`src/rtl/risc16_mem_arb_if.sv`:
```
// Bus bundle joining the RISC16 fetch/data ports, the memory arbiter and the memory.
interface risc16_mem_arb_if;
  localparam int unsigned AW = 16;
  localparam int unsigned DW = 16;

  logic [AW-1:0] iaddr;
  logic          ioe;
  logic [DW-1:0] idin;
  logic          i_ready;

  logic [AW-1:0] daddr;
  logic          doe;
  logic          dwe0;
  logic          dwe1;
  logic [DW-1:0] ddout;
  logic [DW-1:0] ddin;
  logic          d_ready;

  logic [AW-1:0] maddr;
  logic          moe;
  logic          mwe0;
  logic          mwe1;
  logic [DW-1:0] mwdata;
  logic [DW-1:0] mrdata;

  modport master (
    output iaddr, ioe, daddr, doe, dwe0, dwe1, ddout, mrdata,
    input  idin, i_ready, ddin, d_ready, maddr, moe, mwe0, mwe1, mwdata
  );

  modport slave (
    input  iaddr, ioe, daddr, doe, dwe0, dwe1, ddout, mrdata,
    output idin, i_ready, ddin, d_ready, maddr, moe, mwe0, mwe1, mwdata
  );
endinterface

```
`src/rtl/risc16_mem_arb.sv`:
```
// Arbitrates the RISC16 fetch and data ports onto one single-ported, wait-stated memory.
module risc16_mem_arb #(
  parameter int unsigned WAIT_STATES = 1,
  parameter bit          FAIR        = 1'b1
) (
  input logic             clk,
  input logic             rst,
  risc16_mem_arb_if.slave bus
);
  localparam int unsigned AW = 16;
  localparam int unsigned DW = 16;
  localparam int unsigned CW = 3;
  localparam logic [CW-1:0] CNT_INIT = CW'(WAIT_STATES);
  localparam bit NO_WAIT = (WAIT_STATES == 0);

  typedef enum logic [1:0] {IDLE = 2'd0, BUSY_I = 2'd1, BUSY_D = 2'd2} state_t;

  state_t        state, state_n;
  logic [CW-1:0] cnt, cnt_n;
  logic          last_d, last_d_n;
  logic          we0_q, we0_n, we1_q, we1_n;
  logic [AW-1:0] maddr_q, maddr_n;
  logic          moe_q, moe_n;
  logic          mwe0_q, mwe0_n, mwe1_q, mwe1_n;
  logic [DW-1:0] mwdata_q, mwdata_n;
  logic [DW-1:0] idin_q, idin_n, ddin_q, ddin_n;
  logic          i_rdy_q, i_rdy_n, d_rdy_q, d_rdy_n;
  logic          dreq, gnt_d, gnt_i;

  // Outputs are registered one cycle ahead so strobes/ready land in the final bus cycle.
  always_ff @(posedge clk or negedge rst) begin
    if (!rst) begin
      state    <= IDLE;
      cnt      <= '0;
      last_d   <= 1'b0;
      we0_q    <= 1'b0;
      we1_q    <= 1'b0;
      maddr_q  <= '0;
      moe_q    <= 1'b0;
      mwe0_q   <= 1'b0;
      mwe1_q   <= 1'b0;
      mwdata_q <= '0;
      idin_q   <= '0;
      ddin_q   <= '0;
      i_rdy_q  <= 1'b0;
      d_rdy_q  <= 1'b0;
    end else begin
      state    <= state_n;
      cnt      <= cnt_n;
      last_d   <= last_d_n;
      we0_q    <= we0_n;
      we1_q    <= we1_n;
      maddr_q  <= maddr_n;
      moe_q    <= moe_n;
      mwe0_q   <= mwe0_n;
      mwe1_q   <= mwe1_n;
      mwdata_q <= mwdata_n;
      idin_q   <= idin_n;
      ddin_q   <= ddin_n;
      i_rdy_q  <= i_rdy_n;
      d_rdy_q  <= d_rdy_n;
    end
  end

  always_comb begin
    state_n  = state;
    cnt_n    = cnt;
    last_d_n = last_d;
    we0_n    = we0_q;
    we1_n    = we1_q;
    maddr_n  = maddr_q;
    moe_n    = moe_q;
    mwdata_n = mwdata_q;
    idin_n   = idin_q;
    ddin_n   = ddin_q;
    mwe0_n   = 1'b0;
    mwe1_n   = 1'b0;
    i_rdy_n  = 1'b0;
    d_rdy_n  = 1'b0;
    dreq     = bus.doe | bus.dwe0 | bus.dwe1;
    gnt_d    = dreq && !(bus.ioe && FAIR && last_d);
    gnt_i    = bus.ioe && !gnt_d;

    case (state)
      IDLE: begin
        maddr_n  = '0;
        moe_n    = 1'b0;
        mwdata_n = '0;
        if (gnt_d) begin
          state_n  = BUSY_D;
          cnt_n    = CNT_INIT;
          last_d_n = 1'b1;
          maddr_n  = bus.daddr;
          mwdata_n = bus.ddout;
          we0_n    = bus.dwe0;
          we1_n    = bus.dwe1;
          moe_n    = !(bus.dwe0 | bus.dwe1);
          mwe0_n   = NO_WAIT & bus.dwe0;
          mwe1_n   = NO_WAIT & bus.dwe1;
          d_rdy_n  = NO_WAIT;
        end else if (gnt_i) begin
          state_n  = BUSY_I;
          cnt_n    = CNT_INIT;
          last_d_n = 1'b0;
          maddr_n  = bus.iaddr;
          we0_n    = 1'b0;
          we1_n    = 1'b0;
          moe_n    = 1'b1;
          i_rdy_n  = NO_WAIT;
        end
      end
      BUSY_I, BUSY_D: begin
        if (cnt != '0) begin
          cnt_n = cnt - CW'(1);
          if (cnt == CW'(1)) begin
            mwe0_n  = we0_q;
            mwe1_n  = we1_q;
            i_rdy_n = (state == BUSY_I);
            d_rdy_n = (state == BUSY_D);
          end
        end else begin
          // Final cycle: capture read data, drop the bus, force an IDLE turnaround.
          state_n  = IDLE;
          maddr_n  = '0;
          moe_n    = 1'b0;
          mwdata_n = '0;
          if (state == BUSY_I) idin_n = bus.mrdata;
          else if (moe_q)      ddin_n = bus.mrdata;
        end
      end
      default: state_n = IDLE;
    endcase
  end

  assign bus.maddr   = maddr_q;
  assign bus.moe     = moe_q;
  assign bus.mwe0    = mwe0_q;
  assign bus.mwe1    = mwe1_q;
  assign bus.mwdata  = mwdata_q;
  assign bus.idin    = idin_q;
  assign bus.ddin    = ddin_q;
  assign bus.i_ready = i_rdy_q;
  assign bus.d_ready = d_rdy_q;
endmodule

```
`src/flat_wrapper.sv`:
```
// flat-port wrapper written by rule: the top's interface ports become plain ports
module risc16_mem_arb_flat 
#(
  parameter int unsigned WAIT_STATES = 1,
  parameter bit          FAIR        = 1'b1
)
  (clk, rst, bus_iaddr, bus_ioe, bus_daddr, bus_doe, bus_dwe0, bus_dwe1, bus_ddout, bus_mrdata, bus_idin, bus_i_ready, bus_ddin, bus_d_ready, bus_maddr, bus_moe, bus_mwe0, bus_mwe1, bus_mwdata);
  risc16_mem_arb_if bus_i ();
  input logic clk;
  input logic rst;
  input wire logic [$bits(bus_i.iaddr)-1:0] bus_iaddr;
  input wire logic [$bits(bus_i.ioe)-1:0] bus_ioe;
  input wire logic [$bits(bus_i.daddr)-1:0] bus_daddr;
  input wire logic [$bits(bus_i.doe)-1:0] bus_doe;
  input wire logic [$bits(bus_i.dwe0)-1:0] bus_dwe0;
  input wire logic [$bits(bus_i.dwe1)-1:0] bus_dwe1;
  input wire logic [$bits(bus_i.ddout)-1:0] bus_ddout;
  input wire logic [$bits(bus_i.mrdata)-1:0] bus_mrdata;
  output wire logic [$bits(bus_i.idin)-1:0] bus_idin;
  output wire logic [$bits(bus_i.i_ready)-1:0] bus_i_ready;
  output wire logic [$bits(bus_i.ddin)-1:0] bus_ddin;
  output wire logic [$bits(bus_i.d_ready)-1:0] bus_d_ready;
  output wire logic [$bits(bus_i.maddr)-1:0] bus_maddr;
  output wire logic [$bits(bus_i.moe)-1:0] bus_moe;
  output wire logic [$bits(bus_i.mwe0)-1:0] bus_mwe0;
  output wire logic [$bits(bus_i.mwe1)-1:0] bus_mwe1;
  output wire logic [$bits(bus_i.mwdata)-1:0] bus_mwdata;
  assign bus_i.iaddr = bus_iaddr;
  assign bus_i.ioe = bus_ioe;
  assign bus_i.daddr = bus_daddr;
  assign bus_i.doe = bus_doe;
  assign bus_i.dwe0 = bus_dwe0;
  assign bus_i.dwe1 = bus_dwe1;
  assign bus_i.ddout = bus_ddout;
  assign bus_i.mrdata = bus_mrdata;
  assign bus_idin = bus_i.idin;
  assign bus_i_ready = bus_i.i_ready;
  assign bus_ddin = bus_i.ddin;
  assign bus_d_ready = bus_i.d_ready;
  assign bus_maddr = bus_i.maddr;
  assign bus_moe = bus_i.moe;
  assign bus_mwe0 = bus_i.mwe0;
  assign bus_mwe1 = bus_i.mwe1;
  assign bus_mwdata = bus_i.mwdata;
  risc16_mem_arb #(.WAIT_STATES(WAIT_STATES), .FAIR(FAIR)) u_core (.clk(clk), .rst(rst), .bus(bus_i));
endmodule
```
`config.mk`:
```
export PLATFORM = sky130hd
export DESIGN_NAME = risc16_mem_arb_flat
export DESIGN_NICKNAME = d
export VERILOG_FILES = /design/src/rtl/risc16_mem_arb_if.sv /design/src/rtl/risc16_mem_arb.sv /design/src/flat_wrapper.sv
export SDC_FILE = /design/constraint.sdc
export NUM_CORES = 1
export LEC_CHECK = 0
export ABC_CLOCK_PERIOD_IN_PS = 2300
export BUFFER_PORTS_ARGS = -buffer_cell sky130_fd_sc_hd__buf_4
export CAP_MARGIN = 20
export CORE_AREA = 2 2 88 90
export DETAILED_ROUTE_END_ITERATION = 6
export DIE_AREA = 0 0 90 92
export PLACE_DENSITY = 0.74
export SKIP_LAST_GASP = 1
export SLEW_MARGIN = 25
export SYNTH_ARGS = -nofsm -noshare
export SYNTH_HDL_FRONTEND = slang
export SYNTH_SLANG_ARGS = --single-unit
```
`constraint.sdc`:
```
create_clock -name clk -period 2.3 [get_ports clk]
set_input_delay 0.115 -clock clk [delete_from_list [all_inputs] [get_ports clk]]
set_output_delay 0.115 -clock clk [all_outputs]
set_load 0.02 [all_outputs]
```
==> summary.txt <==
STA
  – Setup violators final: 0
  – Hold Fails Final Rpt: 0
  – Slew Limit Fails: 0
  – Actual slew at the worst max-slew pin: 755.9 ps
  – Setup Total Neg Slack: 0 ps
  – Max Clock Skew: 17.31 ps
  – Post-route clock period utilization: between 80% and 90%
  – Peak Freq: roughly 0.48 GHz
  – Slew HR: 49.61%
  – Final min period: 2070 ps
  – RSZ-0062 raised after global routing: false

Power
  – Pwr dens: 1362 nW/um^2
  – Maximum VDD drop: 0.0005590 V
  – Leakage power: 2.463 nW
  – Overall power: roughly 7 mW

Critical path
  – Reg-to-reg endpoint: u_core.bus.mwdata[5]
  – CP endpoint kind: register
  – Worst R2R Setup Slack: 230 ps
  – Worst-path fanout max: 17
  – Worst EP required: 2580 ps
  – Critical path class: reg2reg
  – CP startpoint kind: register
  – Buf+Inv Stages, Crit Path: 2
  – FF-to-FF path depth: 6
  – Critical path, cell by cell: inv_1 > ha_1 > nor2b_1 > buf_4 > a21oi_2 > a22o_1
  – RR Startpoint: u_core.cnt[0]
  – CP max-delay cell: a21oi_2
  – Arrival time of the worst setup path: 2350 ps
  – Crit-path leading delay family: compound AO/OA/AOI/OAI gates
  – Critical Path Max Stage Delay: 590 ps

Clock tree
  – Max H-tree Level: 3
  – Hold Buf Count CTS: 33
  – Root Buffer: clkbuf_8
  – CTS Sinks: 77
  – TritonCTS Buffers: 9
  – CTS resizes: 0
  – Max Root-Sink Buffers: 2
  – Post-CTS Repair Setup Buffers: 0
  – Clock transition at the registers of the reported paths: 90 ps
  – CTS tree: yes
  – Clock Latency Late Sink: approximately 350 ps

Route
  – Wirelength per Cell: around 17 um
  – M1 wire length: 4033 um
  – Metal3 WL: about 570 um
  – Via count: 2937
  – Vias/cell: roughly 5.3
  – 1st-pass router iterations: 4
  – Met2 wire length: roughly 4600 um
  – Final WL: around 9300 um
  – Antenna Nets Post-Route: 0
  – 1st-iter DRT viols: around 140
  – Max layer used: met4
  – # DRC: 0

Finish
  – FF/Latch Area: slightly below 2000 um^2
  – Area of the multi-input gates: 1303 um^2
  – P&R area growth vs syn: 48.79%
  – Layout cell share with drive strength beyond 1: 44.54%
  – Ant. Diodes: 0
  – Fin nets: 520
  – # fillers: 550

Worst hold path
  – Worst hold start: bus_daddr[15]
  – Hold endpoint: u_core.bus.maddr[15]
  – Min-delay worst type: in2reg
  – Hold path cells: 3

Global route
  – Initial antenna violation count: 0
  – Number of global-route vias before repair: 2986
  – GRT Resource Usage Total: about a quarter
  – Final global-route overflow total: 0
  – Global-route wire length before repair: 15430 um
  – Largest net degree at the start of global routing: 78

Die
  – Die width: 90 um
  – Starting Density: 45.97%
  – Row count: 32
  – I/O pin count: between 100 and 150
  – Die Y: 92 um
  – Total core area: between 7000 and 8000 um^2
  – Die Area: approximately 8300 um^2

Placed design
  – IO Port Bufs: 138
  – GPL Wtd Cong: approximately 0.8
  – DP HPWL: between 5000 and 6000 um

Synth
  – Distinct cells, synth: 45
  – Yosys reg bits: 77
  – Syn. warnings: 0
  – Cell Area, Synth: between 3000 and 4000 um^2
  – Register area share after synthesis: 56.29%
  – Syn nets: 346
  – Top FF cell, synth: dfrtp_1
  – Post-synth ARST share: 100.0%
  – Syn Inst Count: 270
  – Avg Inst Size Synth: 12.68 um^2
  – Post-synth EDFFs: 0

Flow run
  – Max-cap check violation count: 0

Status
  – Status: completed
## registers in the layout (all words and copies together), names as in the netlist
signal,flops
u_core.cnt,3
u_core.last_d,1
u_core.we0_q,1
u_core.bus.i_ready,1
u_core.bus.mwdata,16
u_core.bus.mwe1,1
u_core.we1_q,1
u_core.bus.moe,1
u_core.bus.maddr,16
u_core.state,2
u_core.bus.mwe0,1
u_core.bus.d_ready,1
u_core.bus.idin,16
u_core.bus.ddin,16
## cell usage after synthesis (all sizes together), types with 2 or more instances
cell type  instances  share of area (%)
a21oi              3               0.55
nand3              8                1.5
a32o               3               0.88
nand2b             2               0.58
nand2             19                2.1
a22o              17                4.3
mux2              32                 12
o221ai            18                4.6
inv               21                2.4
nor4b              2               0.95
a22oi              2               0.44
and2               5               0.91
buf               11                2.4
dfrtp             77                 56
nand4             16                2.9
ha                 6                2.2
nor2b              3               0.55
clkbuf             8               0.88
## power breakdown
| group | total [mW] | internal (mW) | switching, mW | leakage, nW |
|---|---|---|---|---|
| clock | 1.02 | 0.505 | 0.512 | 0.0996 |
| combinational | 3.63 | 1.66 | 1.96 | 1.40 |
| sequential | 2.30 | 1.94 | 0.354 | 0.968 |
## worst max-delay path by stage
stage / end / cells after the start / start
2_1_floorplan: u_core.bus.ddin[0] / 7 / u_core.state[1]
3_3_place_gp: u_core.bus.ddin[7] / 6 / u_core.state[1]
6_report: u_core.bus.mwdata[5] / 6 / u_core.cnt[0]
4_1_cts: u_core.bus.mwdata[0] / 6 / u_core.cnt[0]
5_1_grt: u_core.bus.mwdata[0] / 6 / u_core.cnt[0]
3_5_place_dp: u_core.bus.mwdata[0] / 6 / u_core.cnt[0]
## final cells by class
type	instances	area share (%)
timing repair buffer	182	28.62
clock buffer	9	2.432
tap	102	2.506
clock inverter	7	1.449
sequential	77	37.83
inverter	21	1.597
multi-input combinational	153	25.57
## tightest hold or removal path: stages
cell and delay, ps:
buf_4 80, nand4_1 60, o221ai_1 70
## metal layers
metal | vias to the layer above | GRT usage (%)
met5 | - | 0
met4 | 0 | 6.538
met3 | 8 | 5.670
met2 | 108 | 38.53
met1 | 1474 | 31.35
li1 | 1347 | -
## cells in the final DEF, fill, tap and decap left out, types with 2 or more instances in the layout
cell type and instances:
buf_4 146, dfrtp_1 77, dlygate4sd3_1 35, mux2_2 21
inv_1 20, nand2_1 19, o221ai_1 18, a22o_1 17
nand4_1 16, mux2_4 10, clkbuf_8 9, nand3_1 7
ha_1 6, and2_1 5, nor2b_1 3, a32o_1 3
a21oi_1 2, a22oi_1 2, clkinv_4 2, clkinv_2 2
## cell families after synthesis
kind of cell / Yosys count / synth area share, %
simple gates: 65 / 11.62
mux: 32 / 11.62
flops: 77 / 56.29
buf+inv: 40 / 5.665
fa+ha+maj: 6 / 2.193
compound gates: 50 / 12.61
## stage by stage
step / utilization, % / setup WS [ps] / hold WS (ps) / std cells / area (um^2)
2_1_floorplan: - / 275.8 / -180.6 / 270 / 3423
3_3_place_gp: 60.99 / 328.8 / 317.5 / 500 / 4542
3_5_place_dp: 60.99 / 254.2 / 328.3 / 500 / 4542
4_1_cts: 68.08 / 223.0 / 0.2817 / 549 / 5070
5_1_grt: 68.40 / 86.12 / 13.91 / 551 / 5094
6_report: 68.40 / 230.2 / 13.55 / 551 / 5094
Note: power is estimated with default switching activity, not from simulation.
